**config.mk**
```make
export PLATFORM = sky130hd
export DESIGN_NAME = multicycle_control_fsm
export DESIGN_NICKNAME = d
export VERILOG_FILES = /design/src/rtl/mips_ctrl_pkg.sv /design/src/rtl/mcfsm_counters.sv /design/src/rtl/multicycle_control_fsm.sv
export SDC_FILE = /design/constraint.sdc
export NUM_CORES = 1
export LEC_CHECK = 0
export ABC_AREA = 1
export CAP_MARGIN = 0
export CORE_MARGIN = 5
export CORE_UTILIZATION = 46
export DETAILED_ROUTE_END_ITERATION = 12
export PLACE_DENSITY = 0.82
export SLEW_MARGIN = 10
export SYNTH_ARGS = -nofsm -noshare
export SYNTH_HDL_FRONTEND = slang
export SYNTH_SLANG_ARGS = --single-unit
```
**constraint.sdc**
```tcl
create_clock -name clk -period 1.7 [get_ports clk]
set_clock_uncertainty 0.15 [all_clocks]
set_input_delay 0.34 -clock clk [delete_from_list [all_inputs] [get_ports clk]]
set_output_delay 0.34 -clock clk [all_outputs]
set_load 0.01 [all_outputs]
```
**src/rtl/mips_ctrl_pkg.sv**
```systemverilog
// Shared encodings for the multi-cycle MIPS32 control path: opcodes, datapath select codes,
// state numbering and the packed control bundle driven toward the datapath.
package mips_ctrl_pkg;

   localparam logic [5:0] OP_RTYPE = 6'd0;
   localparam logic [5:0] OP_J     = 6'd2;
   localparam logic [5:0] OP_BEQ   = 6'd4;
   localparam logic [5:0] OP_ADDI  = 6'd8;
   localparam logic [5:0] OP_LW    = 6'd35;
   localparam logic [5:0] OP_SW    = 6'd43;

   localparam logic [1:0] ALUOP_ADD   = 2'b00;
   localparam logic [1:0] ALUOP_SUB   = 2'b01;
   localparam logic [1:0] ALUOP_FUNCT = 2'b10;

   localparam logic [1:0] SRCB_RT      = 2'b00;
   localparam logic [1:0] SRCB_FOUR    = 2'b01;
   localparam logic [1:0] SRCB_IMM     = 2'b10;
   localparam logic [1:0] SRCB_IMM_SH2 = 2'b11;

   localparam logic [1:0] PCSRC_ALU    = 2'b00;
   localparam logic [1:0] PCSRC_ALUOUT = 2'b01;
   localparam logic [1:0] PCSRC_JUMP   = 2'b10;

   typedef logic [3:0] state_t;

   localparam state_t S_FETCH    = 4'd0;
   localparam state_t S_DECODE   = 4'd1;
   localparam state_t S_MEM_ADDR = 4'd2;
   localparam state_t S_MEM_RD   = 4'd3;
   localparam state_t S_MEM_WB   = 4'd4;
   localparam state_t S_MEM_WR   = 4'd5;
   localparam state_t S_R_EXEC   = 4'd6;
   localparam state_t S_R_WB     = 4'd7;
   localparam state_t S_BRANCH   = 4'd8;
   localparam state_t S_JUMP     = 4'd9;
   localparam state_t S_ADDI_EX  = 4'd10;
   localparam state_t S_ADDI_WB  = 4'd11;

   typedef struct packed {
      logic       pc_write;
      logic       pc_write_cond;
      logic       i_or_d;
      logic       mem_read;
      logic       mem_write;
      logic       ir_write;
      logic       mem_to_reg;
      logic       reg_dst;
      logic       reg_write;
      logic       alu_src_a;
      logic [1:0] alu_src_b;
      logic [1:0] alu_op;
      logic [1:0] pc_source;
      logic       instr_done;
      logic       illegal_op;
   } ctrl_t;

   function automatic logic is_legal_op(input logic [5:0] op);
      return (op == OP_RTYPE) || (op == OP_J) || (op == OP_BEQ) ||
             (op == OP_ADDI) || (op == OP_LW) || (op == OP_SW);
   endfunction

endpackage

```
**src/rtl/mcfsm_counters.sv**
```systemverilog
// Bring-up counters: retired instructions and free-running cycles since reset.
// Both wrap silently; no latency beyond the counting edge, no backpressure.
module mcfsm_counters #(
   parameter int CNT_W = 32
) (
   input  logic             clk,
   input  logic             rst_n,
   input  logic             instr_done,
   output logic [CNT_W-1:0] instr_count,
   output logic [CNT_W-1:0] cycle_count
);

   always_ff @(posedge clk or negedge rst_n) begin
      if (!rst_n) begin
         instr_count <= '0;
         cycle_count <= '0;
      end else begin
         cycle_count <= cycle_count + CNT_W'(1);
         if (instr_done)
            instr_count <= instr_count + CNT_W'(1);
      end
   end

endmodule

```
**src/rtl/multicycle_control_fsm.sv**
```systemverilog
// Multi-cycle MIPS32 sequencer: Moore-decoded datapath controls, 3-5 cycles per instruction.
// Stalls in FETCH/MEM_RD/MEM_WR until mem_ready; all controls held low while in reset.
module multicycle_control_fsm #(
   parameter int CNT_W = 32
) (
   input  logic             clk,
   input  logic             rst_n,
   input  logic [5:0]       opcode,
   input  logic             mem_ready,
   output logic             pc_write,
   output logic             pc_write_cond,
   output logic             i_or_d,
   output logic             mem_read,
   output logic             mem_write,
   output logic             ir_write,
   output logic             mem_to_reg,
   output logic             reg_dst,
   output logic             reg_write,
   output logic             alu_src_a,
   output logic [1:0]       alu_src_b,
   output logic [1:0]       alu_op,
   output logic [1:0]       pc_source,
   output logic [3:0]       state,
   output logic             instr_done,
   output logic             illegal_op,
   output logic [CNT_W-1:0] instr_count,
   output logic [CNT_W-1:0] cycle_count
);
   import mips_ctrl_pkg::*;

   state_t cur_state;
   state_t nxt_state;
   ctrl_t  raw;
   ctrl_t  ctrl;

   always_ff @(posedge clk or negedge rst_n) begin
      if (!rst_n)
         cur_state <= S_FETCH;
      else
         cur_state <= nxt_state;
   end

   always_comb begin
      nxt_state = S_FETCH;
      case (cur_state)
         S_FETCH:    nxt_state = mem_ready ? S_DECODE : S_FETCH;
         S_DECODE: begin
            case (opcode)
               OP_RTYPE:     nxt_state = S_R_EXEC;
               OP_LW, OP_SW: nxt_state = S_MEM_ADDR;
               OP_BEQ:       nxt_state = S_BRANCH;
               OP_J:         nxt_state = S_JUMP;
               OP_ADDI:      nxt_state = S_ADDI_EX;
               default:      nxt_state = S_FETCH;
            endcase
         end
         S_MEM_ADDR: nxt_state = (opcode == OP_LW) ? S_MEM_RD : S_MEM_WR;
         S_MEM_RD:   nxt_state = mem_ready ? S_MEM_WB : S_MEM_RD;
         S_MEM_WR:   nxt_state = mem_ready ? S_FETCH : S_MEM_WR;
         S_R_EXEC:   nxt_state = S_R_WB;
         S_ADDI_EX:  nxt_state = S_ADDI_WB;
         default:    nxt_state = S_FETCH;
      endcase
   end

   // Only FETCH's IR/PC load and MEM_WR's retire look at mem_ready; the rest is pure Moore.
   always_comb begin
      raw = '0;
      case (cur_state)
         S_FETCH: begin
            raw.mem_read  = 1'b1;
            raw.alu_src_b = SRCB_FOUR;
            raw.alu_op    = ALUOP_ADD;
            raw.pc_source = PCSRC_ALU;
            raw.ir_write  = mem_ready;
            raw.pc_write  = mem_ready;
         end
         S_DECODE: begin
            raw.alu_src_b  = SRCB_IMM_SH2;
            raw.alu_op     = ALUOP_ADD;
            raw.illegal_op = !is_legal_op(opcode);
         end
         S_MEM_ADDR, S_ADDI_EX: begin
            raw.alu_src_a = 1'b1;
            raw.alu_src_b = SRCB_IMM;
            raw.alu_op    = ALUOP_ADD;
         end
         S_MEM_RD: begin
            raw.mem_read = 1'b1;
            raw.i_or_d   = 1'b1;
         end
         S_MEM_WB: begin
            raw.reg_write  = 1'b1;
            raw.mem_to_reg = 1'b1;
            raw.instr_done = 1'b1;
         end
         S_MEM_WR: begin
            raw.mem_write  = 1'b1;
            raw.i_or_d     = 1'b1;
            raw.instr_done = mem_ready;
         end
         S_R_EXEC: begin
            raw.alu_src_a = 1'b1;
            raw.alu_src_b = SRCB_RT;
            raw.alu_op    = ALUOP_FUNCT;
         end
         S_R_WB: begin
            raw.reg_write  = 1'b1;
            raw.reg_dst    = 1'b1;
            raw.instr_done = 1'b1;
         end
         S_BRANCH: begin
            raw.alu_src_a     = 1'b1;
            raw.alu_src_b     = SRCB_RT;
            raw.alu_op        = ALUOP_SUB;
            raw.pc_write_cond = 1'b1;
            raw.pc_source     = PCSRC_ALUOUT;
            raw.instr_done    = 1'b1;
         end
         S_JUMP: begin
            raw.pc_write   = 1'b1;
            raw.pc_source  = PCSRC_JUMP;
            raw.instr_done = 1'b1;
         end
         S_ADDI_WB: begin
            raw.reg_write  = 1'b1;
            raw.instr_done = 1'b1;
         end
         default: raw = '0;
      endcase
   end

   // Gate with reset so a write in flight is dropped the moment rst_n falls.
   assign ctrl = rst_n ? raw : '0;

   assign pc_write      = ctrl.pc_write;
   assign pc_write_cond = ctrl.pc_write_cond;
   assign i_or_d        = ctrl.i_or_d;
   assign mem_read      = ctrl.mem_read;
   assign mem_write     = ctrl.mem_write;
   assign ir_write      = ctrl.ir_write;
   assign mem_to_reg    = ctrl.mem_to_reg;
   assign reg_dst       = ctrl.reg_dst;
   assign reg_write     = ctrl.reg_write;
   assign alu_src_a     = ctrl.alu_src_a;
   assign alu_src_b     = ctrl.alu_src_b;
   assign alu_op        = ctrl.alu_op;
   assign pc_source     = ctrl.pc_source;
   assign instr_done    = ctrl.instr_done;
   assign illegal_op    = ctrl.illegal_op;
   assign state         = cur_state;

   mcfsm_counters #(.CNT_W(CNT_W)) u_counters (
      .clk         (clk),
      .rst_n       (rst_n),
      .instr_done  (ctrl.instr_done),
      .instr_count (instr_count),
      .cycle_count (cycle_count)
   );

endmodule
```
==> impl_metrics.ini <==
[synthesis]
yosysTopAreaCellShare_pct = 40.50
avgSynthCellArea_um2 = 6.701
ys_seq_area_share_pct = 40.50
syn_inst = 627
synth_nets = 638
synth-seq-cells = 68
syn_area_um2 = 4202
synthArstFlopShare_pct = 100.0
synth_area_leaders = dfrtp_1 (41%), nand2_1 (22%), nor2_1 (10%)
synth_edf_count = 0
yosysWarnings = 0
synth_cell_types = 25
yosys.area.top_type = dfrtp_1
ys_dominant_reg_cell = dfrtp_1

[setup_path]
worstPathCellList = buf_6 > nor2_4 > nand2_2 > a31oi_1 > buf_2
timing.critical_path.required_ns = 1.21
reg2reg_slack_ns = -0.11
critPathCapture = alu_src_a
reg2reg_to = u_counters.instr_count[10]
reg2reg_from = state[3]
critPathLaunchType = register
max_stage_delay_ns = 0.45
cpMaxStageDelayCell = dfrtp_2
criticalPathCategory = register to output port
crit_path_start = state[2]
end_kind = output port
worstPathMaxFanout = 4
reg2regPathDepth = 11
worstPathArrival_ns = 1.53

[detailed_routing]
vias_per_cell = 5.120
wl_per_cell_um = 14.29
drtPass1Iterations = 8
drc_errors = 0
drtAntennaViolNets = 0
first_iter_violations = 274
vias = 4797
wirelength_mm = 13.39

[place]
dp_hpwl_mm = 9.094
portBuffers = 94
dp_slack_ns = -0.7456
place_congestion = 0.9302

[floorplanning]
initial_core_util_pct = 47.71
io_pins = 95
die_width_um = 105.6
core_um2 = 8806
die_area_um2 = 11150
row_count = 34
dieHeight_um = 105.6

[power_and_ir_drop]
power_density_nw_per_um2 = 664.4
p_leak_nw = 3.230
peakVddDrop_uv = 366.4

[cells_and_area]
nFillCells = 696
final_common_cell = nand2_1
nets = 836
antenna_cells = 0
area.growth.synth_to_final_pct = 49.34
drive_gt1_share_pct = 24.73
mostFrequentLayoutCells = nand2_1 (229), nor2_1 (91), buf_4 (90), inv_1 (65), dlygate4sd2_1 (64)

[global_routing]
grt_pass1_vias = 4531
gr-total-overflow = 0
grt_pass1_wl_mm = 20.44
grt_max_degree = 41
grtUsageTotal_pct = 22.26
antenna_found_initial = 0

[timing]
worst_slew_pin_slew_ns = 0.4250
finalCriticalPeriod_ns = 2.016
setup_viol = 50
slew_viol_final = 0
rsz0062_at_grt = yes
timing.hold.ws_ns = 0.02098
hold_viol = 0
period_share_pct = 118.6
layout_setup_ws_ns = -0.3165
relSlewSlack_pct = 71.67
fmax_mhz = 495.9

[hold_path]
hold_path_class = input port to asynchronous set/reset pin

[cts]
tritoncts.num_buffers = 9
clock-sinks = 68
path_clk_slew_ns = 0.07
clock_latency_ns = 0.34
cts_root_buffer = clkbuf_8
htreeDepth = 3
cts_tree = done
clk_path_buf_depth = 2

[run_status]
violations = setup timing
status = finished, violations left

[job]
max_cap_violations = 0
==> routing by layer <==
metal	global-route usage (%)	vias up	wire length, um
li1	-	2336	-
met1	26.45	2209	5253
met2	39.62	219	6859
met3	5.929	33	999
met4	6.383	0	274
met5	0	-	0
==> sequential cells by signal, indices dropped and copies added (netlist names) <==
register / count
state: 4
u_counters.cycle_count: 32
u_counters.instr_count: 32
==> critical path, delay by kind of cell (launching register included) <==
family                 cells  cell delay (ns)
DFF                        1             0.45
buffers and inverters      2             0.29
and+or+nand+nor            2             0.24
AOI/OAI and AO/OA          1             0.20
==> layout make-up <==
cell class	count	area [um^2]	area share [%]
flip-flops and latches	68	1719	27.40
multi-input cells	482	2371	37.79
repair buffers	195	1617	25.76
inverters	69	264.0	4.207
clock inverters	2	10.01	0.1595
well taps	108	135.1	2.154
clock buffers	13	158.9	2.532
==> synthesized netlist by cell type, types with 2 or more instances <==
| library cell | count |
|---|---|
| xor2_1 | 28 |
| inv_1 | 68 |
| dfrtp_1 | 68 |
| nor2_2 | 2 |
| o2111ai_1 | 2 |
| buf_4 | 3 |
| xnor2_1 | 6 |
| buf_6 | 4 |
| nand3_1 | 32 |
| nand4_1 | 8 |
| nor2_1 | 115 |
| o21ai_0 | 16 |
| a21oi_1 | 3 |
| nor3_1 | 13 |
| nand2_1 | 242 |
| nand3b_1 | 7 |
| ha_1 | 2 |
==> logic make-up after synthesis <==
| family | share of synthesized area (%) |
|---|---|
| adders and majority gates | 0.5955 |
| buffers and inverters | 7.861 |
| xor gates and xnor gates | 7.088 |
| AOI/OAI and AO/OA | 3.157 |
| DFF | 40.50 |
| and+or+nand+nor | 40.80 |
==> how the worst min path moves through the flow <==
stage,cells after the start,end
final,3,u_counters.cycle_count[4]
after global routing,3,u_counters.cycle_count[1]
after CTS,3,state[3]
after detailed placement,2,u_counters.instr_count[10]
after global placement,2,u_counters.instr_count[10]
after floorplan,0,state[0]
==> power breakdown <==
part	internal [mW]	total (mW)	switching, mW
clock	0.598	1.18	0.583
combinational	0.528	1.15	0.621
sequential	1.73	1.84	0.106
total	2.86	4.17	1.31
==> repair_timing <==
action	4_1_cts	5_1_grt
cloned	0	3
gates resized for setup	208	33
hold buffers	1	0
buffers inserted	45	7
endpoints found under the setup margin	122	68
hold endpoints to repair	15	0
pin swaps	15	11
==> stage by stage <==
step	setup TNS, ns	utilization, %	power [mW]	instance area (um^2)	instances
global route	-11.47	71.26	4.371	6275	937
global placement	-17.89	63.36	2.845	5579	870
floorplan	0	-	2.321	4212	627
finish	-6.909	71.26	4.169	6275	937
CTS	-4.217	68.95	4.112	6072	928
detailed placement	-19.39	63.36	2.884	5579	870
(Power assumes the default switching activity.)
